File: src/rtl/risc_pkg.sv
// Shared definitions for the ALU sequencer: opcodes, FSM states, instruction fields.
`default_nettype none

package risc_pkg;

  localparam int DATA_W = 8;

  localparam logic [2:0] OP_ADD     = 3'd0;
  localparam logic [2:0] OP_SUB     = 3'd1;
  localparam logic [2:0] OP_AND     = 3'd2;
  localparam logic [2:0] OP_OR      = 3'd3;
  localparam logic [2:0] OP_NOT     = 3'd4;
  localparam logic [2:0] OP_LDI     = 3'd5;
  localparam logic [2:0] OP_NOP     = 3'd6;
  localparam logic [2:0] OP_ILLEGAL = 3'd7;

  typedef enum logic [1:0] {
    IDLE   = 2'd0,
    DECODE = 2'd1,
    EXEC   = 2'd2,
    WB     = 2'd3
  } state_t;

  localparam int OP_HI  = 15;
  localparam int OP_LO  = 13;
  localparam int RD_LO  = 11;
  localparam int RS1_LO = 9;
  localparam int RSV    = 8;
  localparam int IMM_HI = 7;
  localparam int IMM_LO = 0;
  localparam int RS2_LO = 0;

endpackage

`default_nettype wire

File: src/rtl/alu.sv
// Combinational 8-bit ALU; alu_control selects ADD/SUB/AND/OR/NOT.
`default_nettype none

module alu #(
  parameter int WIDTH = 8
) (
  input  logic [WIDTH-1:0] a,
  input  logic [WIDTH-1:0] b,
  input  logic [2:0]       alu_control,
  output logic [WIDTH-1:0] result
);

  always_comb begin
    case (alu_control)
      3'd0:    result = a + b;
      3'd1:    result = a - b;
      3'd2:    result = a & b;
      3'd3:    result = a | b;
      3'd4:    result = ~a;
      default: result = 'x;
    endcase
  end

endmodule

`default_nettype wire

File: src/rtl/risc_regfile.sv
// NREG x DATA_W register file: one synchronous write port, two read ports plus a debug read port.
`default_nettype none

module risc_regfile
  import risc_pkg::*;
#(
  parameter int                NREG    = 4,
  parameter logic [DATA_W-1:0] RST_VAL = '0,
  localparam int               AW      = $clog2(NREG)
) (
  input  logic              clk,
  input  logic              rst,
  input  logic              we,
  input  logic [AW-1:0]     waddr,
  input  logic [DATA_W-1:0] wdata,
  input  logic [AW-1:0]     raddr_a,
  output logic [DATA_W-1:0] rdata_a,
  input  logic [AW-1:0]     raddr_b,
  output logic [DATA_W-1:0] rdata_b,
  input  logic [AW-1:0]     dbg_addr,
  output logic [DATA_W-1:0] dbg_data
);

  logic [DATA_W-1:0] regs [NREG];

  always_ff @(posedge clk or posedge rst) begin
    if (rst) begin
      for (int i = 0; i < NREG; i++) regs[i] <= RST_VAL;
    end else if (we) begin
      regs[waddr] <= wdata;
    end
  end

  assign rdata_a  = regs[raddr_a];
  assign rdata_b  = regs[raddr_b];
  assign dbg_data = regs[dbg_addr];

endmodule

`default_nettype wire

File: src/rtl/alu_sequencer.sv
// Multi-cycle controller: accepts an instruction, sequences DECODE/EXEC/WB around the ALU, writes the register file.
`default_nettype none

module alu_sequencer
  import risc_pkg::*;
#(
  parameter int                NREG    = 4,
  parameter logic [DATA_W-1:0] RST_VAL = 8'h00,
  localparam int               AW      = $clog2(NREG)
) (
  input  logic              clk,
  input  logic              rst,
  input  logic              instr_valid,
  input  logic [15:0]       instr,
  output logic              instr_ready,
  output logic              busy,
  output logic              res_valid,
  output logic [AW-1:0]     res_rd,
  output logic [DATA_W-1:0] res_data,
  output logic              zero_flag,
  output logic              err_illegal,
  input  logic [AW-1:0]     dbg_addr,
  output logic [DATA_W-1:0] dbg_data
);

  state_t            state, next_state;
  logic [2:0]        op_q;
  logic [AW-1:0]     rd_q, rs1_q;
  logic [DATA_W-1:0] imm_q, a_q, b_q, r_q;
  logic [DATA_W-1:0] rdata_a, rdata_b, alu_y;
  logic [2:0]        alu_ctl;
  logic              unused_rsv;

  assign unused_rsv = instr[RSV];

  always_ff @(posedge clk or posedge rst) begin
    if (rst) state <= IDLE;
    else     state <= next_state;
  end

  always_comb begin
    next_state = state;
    case (state)
      IDLE:   if (instr_valid) next_state = DECODE;
      DECODE: begin
        case (op_q)
          OP_LDI:             next_state = WB;
          OP_NOP, OP_ILLEGAL: next_state = IDLE;
          default:            next_state = EXEC;
        endcase
      end
      EXEC:   next_state = WB;
      WB:     next_state = IDLE;
      default: next_state = IDLE;
    endcase
  end

  // Result, destination and zero_flag are loaded on entry to WB so they are valid during the res_valid cycle.
  always_ff @(posedge clk or posedge rst) begin
    if (rst) begin
      op_q        <= '0;
      rd_q        <= '0;
      rs1_q       <= '0;
      imm_q       <= '0;
      a_q         <= '0;
      b_q         <= '0;
      r_q         <= '0;
      res_rd      <= '0;
      zero_flag   <= 1'b0;
      err_illegal <= 1'b0;
    end else begin
      if (state == IDLE && instr_valid) begin
        op_q  <= instr[OP_HI:OP_LO];
        rd_q  <= instr[RD_LO +: AW];
        rs1_q <= instr[RS1_LO +: AW];
        imm_q <= instr[IMM_HI:IMM_LO];
      end
      if (state == DECODE) begin
        a_q <= rdata_a;
        b_q <= rdata_b;
        if (op_q == OP_LDI) begin
          r_q       <= imm_q;
          res_rd    <= rd_q;
          zero_flag <= (imm_q == '0);
        end
        if (op_q == OP_ILLEGAL) err_illegal <= 1'b1;
      end
      if (state == EXEC) begin
        r_q       <= alu_y;
        res_rd    <= rd_q;
        zero_flag <= (alu_y == '0);
      end
    end
  end

  assign alu_ctl     = (state == EXEC) ? op_q : 3'b000;
  assign instr_ready = (state == IDLE);
  assign busy        = (state != IDLE);
  assign res_valid   = (state == WB);
  assign res_data    = r_q;

  alu #(.WIDTH(DATA_W)) u_alu (
    .a           (a_q),
    .b           (b_q),
    .alu_control (alu_ctl),
    .result      (alu_y)
  );

  risc_regfile #(.NREG(NREG), .RST_VAL(RST_VAL)) u_regfile (
    .clk      (clk),
    .rst      (rst),
    .we       (state == WB),
    .waddr    (rd_q),
    .wdata    (r_q),
    .raddr_a  (rs1_q),
    .rdata_a  (rdata_a),
    .raddr_b  (imm_q[RS2_LO +: AW]),
    .rdata_b  (rdata_b),
    .dbg_addr (dbg_addr),
    .dbg_data (dbg_data)
  );

endmodule

`default_nettype wire

File: config.mk
export PLATFORM = sky130hd
export DESIGN_NAME = alu_sequencer
export DESIGN_NICKNAME = d
export VERILOG_FILES = /design/src/rtl/risc_pkg.sv /design/src/rtl/alu.sv /design/src/rtl/risc_regfile.sv /design/src/rtl/alu_sequencer.sv
export SDC_FILE = /design/constraint.sdc
export NUM_CORES = 1
export LEC_CHECK = 0
export ABC_AREA = 1
export CAP_MARGIN = 5
export CORE_MARGIN = 1.5
export CORE_UTILIZATION = 50
export DETAILED_ROUTE_END_ITERATION = 6
export HOLD_SLACK_MARGIN = 0.08
export PLACE_DENSITY = 0.71
export SLEW_MARGIN = 20
export SYNTH_ARGS = -nofsm -noshare
export SYNTH_HDL_FRONTEND = slang
export SYNTH_SLANG_ARGS = --single-unit
File: constraint.sdc
create_clock -name clk -period 4.1 [get_ports clk]
set_input_delay 0.82 -clock clk [delete_from_list [all_inputs] [get_ports clk]]
set_output_delay 0.82 -clock clk [all_outputs]
set_load 0.01 [all_outputs]
Word level (Yosys, flattened, before mapping)

Index checks and enable logic that the tools add are counted.

Reductions and logical operators: 12
Muxes and demuxes: 26
Order comparisons: 5
$add $sub $neg: 2
Eq/ne operators: 11
Bitwise operators: 7

Operators with widths:

| operator             | count |
|---|---|
| $mux W8              | 10 |
| $bmux W8 S2          | 3 |
| $pmux W8 S5          | 1 |
| $bwmux W32           | 1 |
| $demux W8 S2         | 1 |
| $logic_not A8 Y1     | 2 |
| $eq A3 B3 Y1 const B | 4 |
| $ge A3 B3 Y1 const B | 4 |
| $not A2 Y3           | 4 |
| $add A8 B8 Y8        | 1 |
| $and A8 B8 Y8        | 1 |
| $mux W2              | 4 |
| $not A8 Y8           | 1 |
| $or A8 B8 Y8         | 1 |
| $pmux W2 S4          | 1 |
| $sub A8 B8 Y8        | 1 |
| $eq A3 B2 Y1 const B | 2 |
| $reduce_bool A2 Y1   | 3 |
| $eq A2 B2 Y1 const B | 2 |
| $pmux W2 S2          | 1 |
| $reduce_and A2 Y1    | 2 |
| $eq A3 B1 Y1 const B | 1 |
| $logic_not A3 Y1     | 1 |
| $lt A3 B1 Y1 const B | 1 |
| other kinds (7)      | 10 |

Output and inout bits: 23
Flip-flop bits (word level): 77
Input bits: 21

Logic depth before layout (Yosys ltp)

Gate-level depths: netlist of run 1.

Depth after elaboration: 6
Gate-level depth with buffers: 20
Mapped depth without buffers: 20

Modules after synthesis

A second synthesis of run 1 with hierarchy kept.

Cells, all modules: 732
Area total of the unflattened synthesis: 5134.9 um^2

By module, submodules not included:

| module        | cells an instance | instances | area each (um^2) |
|---|---|---|---|
| risc_regfile  | 360               | 1         | 2319.7 |
| alu_sequencer | 231               | 1         | 2003.2 |
| alu           | 141               | 1         | 812.0 |

Worst setup path after synthesis of run 1

Ideal clock, no wire load.

Path type: input port to output port
Start: input port dbg_addr[0]
End: output port dbg_data[6]
Required time: 3280 ps
Path slack: 1505 ps
Stages: 6
Buffers on the path: 2
Arrival time: 1775 ps
Path through: clkbuf_1 -> inv_1 -> clkbuf_1 -> o21ai_0 -> a21oi_1 -> a21oi_1

Longest elaborated chain between the ends: 4

RTL lines:

| element                                     | line                | RTL |
|---|---|---|
| start, declared                             | alu_sequencer.sv:22 | `input logic [AW-1:0] dbg_addr,` |
| $not A2 Y3 (implied by the code)            | risc_regfile.sv:36  | `assign dbg_data = regs[dbg_addr];` |
| $bmux W8 S2                                 | risc_regfile.sv:36  |  |
| $mux W8 (implied by the code) (2 in series) | risc_regfile.sv:36  |  |
| end, declared                               | alu_sequencer.sv:23 | `output logic [DATA_W-1:0] dbg_data` |

Every way passes these cells. The select of a mux whose other input is x is not followed.

Worst setup path in the final report of run 1

Start: input port dbg_addr[0]
End: output port dbg_data[1]

The elaborated chain is that of the path after synthesis.

==> metrics.cfg, run 1 <==
[timing]
slew_violations = 0
post-route-min-period_ns = 3.45
tns_ns = 0
fin_crit_sh_pct = 84.1
rsz0062_at_grt = false
setup_slack_ns = 0.650
finalHoldViolCount = 0
clock.fmax_mhz = 290
setup_violations = 0
max_slew_margin_pct = 35.2
fin_skew_ns = 0.0132
worst_slew_pin_slew_ns = 0.972

[floorplanning]
dieHeight_um = 98.2
coreArea_mm2 = 0.00876
die-area_mm2 = 0.00964
fp-row-count = 34
die_w_um = 98.2
start_util_pct = 51.7
io_pins = 44

[route]
first_iter_violations = 208
drt-total-wl_um = 11400
vias = 4094
route.detailed.vias_per_inst = 5.59
dr.pass1.iters = 5
detail_route.wl_per_cell_um = 15.6
ant_nets = 0
drc = 0

[pwr]
combPwrFrac_pct = 52.4
clockPowerShare_pct = 13.0
vdd_ir_drop_max_v = 0.000466
power.total_mw = 4.59
power_frac_seq_pct = 34.6
power_density_mw_per_mm2 = 884
swShare_pct = 47.8
switchingPower_mw = 2.20
leakagePower_nw = 2.42
p_int_mw = 2.40

[finish]
layout-drive-gt1-share_pct = 7.68
nets = 656
area.growth.synth_to_final_pct = 14.7
antenna_cells = 0
finish.utilization_pct = 59.3
design_area_mm2 = 0.00519

[yosys]
async_flop_share_pct = 100
synth-edff-count = 0
yosysWarnings = 0
synth_ff_type = dfrtp_1
ys_seq_elements = 77
synthCells = 594
synth.net_count = 630
synth.distinct_cells = 32
synth_area_mm2 = 0.00453
syn_area_per_cell_um2 = 7.62
seq_area_frac_synth_pct = 42.6

[placement]
gp_congestion = 0.941
placed_cell_area_mm2 = 0.00499
numPortBuffers = 42
dpl.hpwl_um = 8550
place_ws_ns = 0.678

[clock_network]
cts_tree = built
cts_max_level = 3
clkSlewWorstSetupHoldPaths_ns = 0.08
cts_root_buf = clkbuf_8
cts_buffer_depth = 2
hold_buffers = 0
numCtsBuffers = 9
cts_resized = 0
insertion_delay_ns = 0.35
postCtsSetupRepairBufs = 0
cts_sinks = 77

[setup_path]
worst_ep_required_time_ns = 3.28
cp.buffers_inverters = 3
crit_family = buffers and inverters
crit_arrival_ns = 2.63
critPathSlowestCell = clkdlybuf4s50_1
critPathMaxStageDelay_ns = 0.57
path_class = primary input to output pin
endpoint_kind = output pin
reg2reg_depth = 19
critPathMaxFanout = 24
start_kind = primary input
path_depth = 6
path_cells = clkdlybuf4s50_1, inv_1, o21ai_0, a21oi_1, a21oi_1, clkdlybuf4s50_1

[global_route]
grt-ovfl-total = 0
antenna_found_initial = 0
grt_pass1_vias = 3929
grt_pass1_wl_um = 19300
grt_use_total_pct = 25.2
grt_max_degree = 36

[min_path]
hold_depth = 1
min_path_type = register to register

[run_status]
status = finished, final reports clean

[job]
drv_cap = 0

==> power by group through the flow <==
| stage | Clock [mW] | Combinational (mW) | Sequential [mW] |
|---|---|---|---|
| 3_3_place_gp | 0 | 2.33 | 1.58 |
| 3_5_place_dp | 0 | 2.40 | 1.59 |
| 6_report | 0.597 | 2.41 | 1.59 |
| 2_1_floorplan | 0 | 1.92 | 1.36 |
| 4_1_cts | 0.611 | 2.40 | 1.58 |
| 5_1_grt | 0.643 | 2.77 | 1.65 |
==> final timing paths <==
kind / from / slack, ns / endpoint
setup reg to reg: state[0] / 1.19 / res_data[7]
min in group asynchronous: rst / 0.80 / rd_q[0]
setup / recovery: dbg_addr[0] / 0.65 / dbg_data[1]
hold reg to reg: err_illegal / 0.48 / err_illegal
hold / removal: err_illegal / 0.48 / err_illegal
max in group asynchronous: rst / 2.51 / imm_q[2]
==> placed cells by master, fill, tap and decap left out, types with 3 or more instances in the layout <==
| master | instances |
|---|---|
| nand2_1 | 127 |
| dfrtp_1 | 77 |
| o21ai_0 | 71 |
| inv_1 | 60 |
| a21oi_1 | 56 |
| nor2_1 | 44 |
| clkdlybuf4s50_1 | 42 |
| nand3_1 | 26 |
| o211ai_1 | 18 |
| a31oi_1 | 17 |
| ha_1 | 13 |
| mux2_2 | 10 |
| clkbuf_8 | 9 |
| o22ai_1 | 8 |
| inv_2 | 5 |
| xor2_1 | 4 |
| buf_4 | 4 |
| nor2_4 | 3 |
| nand2_2 | 3 |
| nor3_1 | 3 |
| inv_6 | 3 |
==> registers in the layout, summed over array words and instances (netlist names), named ones only <==
name            cells
u_regfile.regs     32
a_q                 8
b_q                 8
imm_q               8
res_data            8
op_q                3
rd_q                2
res_rd              2
rs1_q               2
err_illegal         1
state               1
zero_flag           1
==> per-layer routing <==
metal | GRT usage, % | share of wire, %
met5 | 0 | 0
met4 | 7.04 | 1.1
met3 | 3.58 | 4.4
met2 | 43.2 | 48
met1 | 33.5 | 46
==> cells by family after synthesis <==
kind of cell / count (synthesis) / share of synthesized area, %
AO/OA/AOI/OAI: 175 / 21.4
multiplexers: 10 / 2.49
XOR/XNOR: 6 / 1.16
adder cells (fa/ha/maj): 15 / 4.31
buffers and inverters: 96 / 8.18
AND/OR/NAND/NOR: 215 / 20.0
flip-flops: 77 / 42.6
==> per-stage QoR <==
| stage | hold WS, ns | cells |
|---|---|---|
| 5_1_grt | 0.496 | 733 |
| 3_5_place_dp | 0.462 | 717 |
| 2_1_floorplan | 0.453 | 594 |
| 6_report | 0.476 | 733 |
| 3_3_place_gp | 0.460 | 717 |
| 4_1_cts | 0.484 | 733 |
==> synth_stat cells, types with 8 or more instances <==
cell / instances / area share (%)
ha_1: 14 / 3.9
o22ai_1: 8 / 1.1
a31oi_1: 17 / 2.3
clkbuf_1: 27 / 2.2
nor2_1: 44 / 3.6
inv_1: 61 / 5.1
o211ai_1: 18 / 3.0
nand3_1: 26 / 2.9
dfrtp_1: 77 / 43
a21oi_1: 56 / 6.2
nand2_1: 127 / 11
mux2_2: 10 / 2.5
o21ai_0: 71 / 7.8
==> layout make-up <==
type,count,area (um2)
fill,843,3570
multi-input combinational,421,2230
sequential,77,1930
timing repair buffer,46,450
inverter,65,244
tap,108,135
clock buffer,9,124
clock inverter,7,80.1
Power figures use the tool's default switching activity.
==> run 2, diff against run 1 <==
--- a/config.mk
+++ b/config.mk
@@ -11,7 +11,7 @@
 export CORE_UTILIZATION = 50
 export DETAILED_ROUTE_END_ITERATION = 6
 export HOLD_SLACK_MARGIN = 0.08
-export PLACE_DENSITY = 0.71
+export PLACE_DENSITY = 0.74
 export SLEW_MARGIN = 20
 export SYNTH_ARGS = -nofsm -noshare
 export SYNTH_HDL_FRONTEND = slang
==> constraint.sdc (replaced) <==
create_clock -name clk -period 2.9 [get_ports clk]
set_input_delay 0.58 -clock clk [delete_from_list [all_inputs] [get_ports clk]]
set_output_delay 0.58 -clock clk [all_outputs]
set_load 0.01 [all_outputs]
==> metrics.cfg, run 2 (synthesized netlist as in run 1, its figures left out) <==
[min_path]
hp-start = err_illegal
min_path_type = register to register
min_to = err_illegal
hold_depth = 1  ; unchanged

[global_route]
grt-ovfl-total = 0  ; unchanged
antenna_found_initial = 0  ; unchanged
grt_max_degree = 36  ; unchanged
grt_pass1_wl_um = 19700  ; +1.6%
grt_pass1_vias = 4129  ; +5.1%
grt_use_total_pct = 25.6  ; +0.42 points

[placement]
dpl.hpwl_um = 8660  ; +1.3%
place_ws_ns = -0.0690  ; -0.747 ns
numPortBuffers = 42  ; unchanged
placed_cell_area_mm2 = 0.00507  ; +1.6%
placedCellCount = 726  ; +1.3%
gp_congestion = 0.960  ; +2.0%

[finish]
design_area_mm2 = 0.00528  ; +1.7%
multi_input_area_mm2 = 0.00225  ; +0.95%
final_common_cell = nand2_1
area.growth.synth_to_final_pct = 16.7
instances_no_fill = 745  ; +1.6%
finish.utilization_pct = 60.3  ; +1.0 points
largest-register = u_regfile.regs
nets = 668  ; +1.8%
regArea_mm2 = 0.00193  ; unchanged
final_cell_mix = nand2_1 (127), dfrtp_1 (77), o21ai_0 (70)
largest_register_ffs = 32  ; unchanged
layout-drive-gt1-share_pct = 9.89  ; +2.2 points
nFillCells = 824  ; -2.3%
antenna_cells = 0  ; unchanged

[job]
drv_cap = 0  ; unchanged

[clock_network]
cts_sinks = 77  ; unchanged
cts_root_buf = clkbuf_8
cts_max_level = 3  ; unchanged
cts_buffer_depth = 2  ; unchanged
insertion_delay_ns = 0.35  ; about the same
cts_tree = built
clkSlewWorstSetupHoldPaths_ns = 0.08  ; about the same
numCtsBuffers = 9  ; unchanged

[timing]
fin_crit_sh_pct = 97.2
setup_violations = 0  ; unchanged
fin_skew_ns = 0.0120  ; -0.00113 ns
post-route-min-period_ns = 2.82
worst_slew_pin_slew_ns = 0.872  ; -0.100 ns
slew_violations = 0  ; unchanged
setup_slack_ns = 0.0825  ; -0.568 ns
rsz0062_at_grt = false
clock.fmax_mhz = 355
finalHoldViolCount = 0  ; unchanged
timing.hold.ws_ns = 0.478  ; +0.00165 ns
max_slew_margin_pct = 41.7  ; +6.5 points

[setup_path]
start_kind = primary input
reg2reg_from = b_q[0]
timing.rr.end = res_data[7]
reg2reg_depth = 16  ; -3
endpoint_kind = output pin
r2r_setup_slack_ns = 0.31  ; -0.88 ns
worst_ep_required_time_ns = 2.32  ; -0.96 ns
path_class = primary input to output pin
critPathMaxFanout = 6  ; -75%
crit_arrival_ns = 2.24  ; -0.39 ns

[route]
route.detailed.vias_per_inst = 5.71  ; +2.2%
dr.pass1.iters = 5  ; unchanged
drt-total-wl_um = 11800  ; +3.5%
drc = 0  ; unchanged
vias = 4252  ; +3.9%
first_iter_violations = 271  ; +30%
ant_nets = 0  ; unchanged
detail_route.wl_per_cell_um = 15.8  ; +1.9%

[pwr]
leakagePower_nw = 2.45  ; +1.3%
vdd_ir_drop_max_v = 0.000607  ; +30%
power_density_mw_per_mm2 = 1240  ; +40%

[floorplanning]
coreArea_mm2 = 0.00876  ; unchanged
fp-row-count = 34  ; unchanged
die_w_um = 98.2  ; unchanged
start_util_pct = 51.7  ; unchanged
die-area_mm2 = 0.00964  ; unchanged
dieHeight_um = 98.2  ; unchanged
io_pins = 44  ; unchanged

[run_status]
status = finished, final reports clean

-- run 2: cell types whose count changed in the layout (fill, tap and decap cells not counted), moves of 2 or more --
cell	previous run	this run
clkbuf_1	0	2
inv_1	60	58
clkinvlp_4	1	4
buf_4	4	13
-- run 2: worst max path at each step --
stage                        to   startpoint  depth (start not counted)  slack [ns]
finish              dbg_data[7]  dbg_addr[0]                          6        0.08
global route        dbg_data[1]  dbg_addr[1]                          6      0.0008
CTS                 dbg_data[7]  dbg_addr[0]                          6        0.13
detailed placement  dbg_data[7]  dbg_addr[0]                          6       -0.07
global placement    dbg_data[7]  dbg_addr[0]                          6       -0.02
floorplan             async pin          rst                          1        0.35
-- run 2: final cells by class --
class	count	area share (%)
Clock buffer	11	2.49
Multi-Input combinational cell	421	42.7
Inverter	65	4.69
Clock inverter	5	0.663
Timing Repair inverter	2	0.284
Timing Repair Buffer	56	10.2
Tap cell	108	2.56
Sequential cell	77	36.5
-- run 2: repair_timing --
| action | in CTS | in global routing |
|---|---|---|
| buffers inserted | 1 | 0 |
| cloned | 2 | 0 |
| setup endpoints to repair | 3 | 4 |
| pin swaps | 0 | 1 |
| gates resized for setup | 4 | 6 |
| hold buffers | 0 | 0 |
-- run 2: per-stage QoR --
stage	power [mW]	setup TNS [ns]
finish	6.53	0
global route	7.20	0
CTS	6.46	0
detailed placement	5.72	-0.124
global placement	5.60	-0.0241
floorplan	4.63	0
-- run 2: power breakdown --
group | internal [mW] | switching (mW) | leakage [nW] | total [mW]
sequential | 1.57 | 0.596 | 0.952 | 2.17
combinational | 1.50 | 2.15 | 1.41 | 3.65
clock | 0.315 | 0.405 | 0.0841 | 0.719
-- run 2: metal layers --
| metal | share of wire, % | GRT usage, % | routed length [um] |
|---|---|---|---|
| met3 | 5.5 | 3.79 | 644 |
| met4 | 2.9 | 11.4 | 343 |
| met1 | 44 | 33.7 | 5180 |
| met2 | 48 | 42.2 | 5640 |
| met5 | 0 | 0 | 0 |
-- run 2: worst max-delay path: stages --
cell             delay, ns
dlygate4sd2_1         0.40
clkinvlp_4            0.25
o21ai_0               0.23
a21oi_1               0.07
a21oi_1               0.15
clkdlybuf4s50_1       0.56
==> run 3, diff against run 2 <==
--- a/config.mk
+++ b/config.mk
@@ -9,10 +9,10 @@
 export CAP_MARGIN = 5
 export CORE_MARGIN = 1.5
 export CORE_UTILIZATION = 50
+export CTS_CLUSTER_SIZE = 10
 export DETAILED_ROUTE_END_ITERATION = 6
 export HOLD_SLACK_MARGIN = 0.08
 export PLACE_DENSITY = 0.74
-export SLEW_MARGIN = 20
 export SYNTH_ARGS = -nofsm -noshare
 export SYNTH_HDL_FRONTEND = slang
 export SYNTH_SLANG_ARGS = --single-unit
==> results of run 3 <==
The final DEF is identical to that of run 2; final timing and power are the same.
==> RTL edit: new RTL, settings of run 3 <==
The package constant `RD_LO` goes from 11 to 13.
--- a/src/rtl/risc_pkg.sv
+++ b/src/rtl/risc_pkg.sv
@@ -23,7 +23,7 @@
 
   localparam int OP_HI  = 15;
   localparam int OP_LO  = 13;
-  localparam int RD_LO  = 11;
+  localparam int RD_LO  = 13;
   localparam int RS1_LO = 9;
   localparam int RSV    = 8;
   localparam int IMM_HI = 7;
Check against the original RTL: not equivalent (Yosys sat finds a counterexample within 4 cycles, from zero or initial values and one cycle with rst high).
==> RTL edit against run 3 <==
Sequential share of layout area fell by 0.65 points. Via count down 1.6%. Maximum frequency is 1.0% lower. Sequential cell count decreased by 2. Synthesized area shrank 2.7%. Cell area decreased by 0.83%. Worst hold slack improved by 0.0012 ns. Worst setup slack got worse by 0.029 ns. Register-to-register slack got worse by 0.10 ns. Wire length down 3.0%. Power is 2.5% higher.
==> RTL edit: results (changes against run 3) <==
Met2 WL = 5180 µm (was 5640 µm)
Top sig layer = met4 (unchanged)
Comb power = 3.59 mW (was 3.65 mW)
PortBufs = 40 (was 42)
Compound-cell area share of the yosys netlist = 0.219 (was 0.214)
Wirelength, routed = 11500 µm (was 11800 µm)
Clock Path Buffers = 2 (unchanged)
Worst Skew = 0.0125 ns (was 0.0120 ns)
Final HPWL DP = 8460 µm (was 8660 µm)
Fillcell total = 766 (was 824)
Multi-input gates = 408 (was 421)
Synth cell types = 34 (was 32)
Worst-Margin Slew = 0.939 ns (was 0.872 ns)
Multiplexer share of the synthesized area = 0.0256 (was 0.0249)
Worst reg-to-reg setup slack = 0.21 ns (was 0.31 ns)
Fraction of area in multi-input gates = 0.419 (was 0.427)
Seq area share = 0.358 (was 0.365)
Routed metal-1 wire length = 5280 µm (was 5180 µm)
Non-clock buffer share = 0.106 (was 0.102)
Sw frac = 0.473 (was 0.482)
Post-Syn Nets = 613 (was 630)
Crit-path max FO = 16 (was 6)
CTS H-Tree Depth = 3 (unchanged)
GRT Overall Usage = 0.252 (was 0.256)
Pwr/cell area = 1280 nW/µm² (was 1240 nW/µm²)
Post-synthesis xor/xnor area fraction = 0.0119 (was 0.0116)
Synth top area cells = dfrtp_1, nand2_1, o21ai_0, a21oi_1, inv_1 (unchanged)
Status = completed (unchanged)
Global-route wire length before repair = 19000 µm (was 19700 µm)
GPL Wtd Cong = 1.02 (was 0.960)
Layout cells sized above 1 = 0.0997 (was 0.0989)
Clock network power consumption = 0.898 mW (was 0.719 mW)
Iter 0 DRT Violations = 331 (was 271)
Vias in the first global route = 3882 (was 4129)
Detailed-route via count = 4183 (was 4252)
Met3 wire len = 615 µm (was 644 µm)
Most frequent cells after synthesis = nand2_1, dfrtp_1, o21ai_0 (unchanged)
Net count of the finished layout = 653 (was 668)
Critical R2R Launch = state[0]$_DFFE_PP0P_ (was b_q[0]$_DFFE_PP0P_)
Clock-cell share = 0.0430 (was 0.0315)
Arrival time at the worst endpoint = 2.27 ns (was 2.24 ns)
Seq/Total Area, Yosys = 0.426 (about the same)
Maximum vdd drop = 570 µV (was 607 µV)
Adder-Cell Fraction of Synth Area = 0.0443 (was 0.0431)
Synthesized flop and latch total = 75 (was 77)
End of the worst register-to-register path = zero_flag$_DFFE_PP0P_ (was res_data[7]$_DFFE_PP0P_)
[RTL edit: cell count changes after synthesis, sizes merged, moves of 2 or more]
cell	before	now
nor2	49	40
a21oi	57	54
buf	4	2
clkbuf	27	25
dfrtp	77	75
inv	65	67
o22ai	8	6
[RTL edit: per-layer routing]
| layer | GRT usage | vias up |
|---|---|---|
| li1 | - | 2016 |
| met1 | 0.357 | 1970 |
| met2 | 0.379 | 166 |
| met3 | 0.0325 | 31 |
| met4 | 0.129 | 0 |
| met5 | 0 | - |
[RTL edit: cells by family (layout without fill, tap and decap cells)]
| kind of cell | count (synthesis) | after routing |
|---|---|---|
| flip-flops | 75 | 75 |
| AO/OA/AOI/OAI | 173 | 173 |
| buffers and inverters | 94 | 139 |
| multiplexers | 10 | 10 |
| AND/OR/NAND/NOR | 204 | 204 |
| adder cells (fa/ha/maj) | 15 | 15 |
| XOR/XNOR | 6 | 6 |
[RTL edit: what timing repair did]
action,4_1_cts,5_1_grt
endpoints found under the setup margin,0,9
setup buffers,0,3
resized for setup,0,12
endpoints found under the hold margin,0,0
[RTL edit: metrics by stage]
step | std cells | cell area (µm²) | setup WS [ns] | hold WS, ns
floorplan | 577 | 4410 | 0.327 | 0.453
global placement | 711 | 4960 | 0.0841 | 0.451
detailed placement | 711 | 4960 | 0.0601 | 0.461
CTS | 727 | 5190 | 0.0248 | 0.481
global route | 730 | 5240 | -0.0121 | 0.514
finish | 730 | 5240 | 0.0539 | 0.479
[RTL edit: worst max-delay path, cell delays in order]
cell and delay [ns]:
clkdlybuf4s50_1 0.49, inv_1 0.08, buf_12 0.15, o21ai_0 0.13, a21oi_1 0.05, a21oi_1 0.20, clkdlybuf4s50_1 0.58
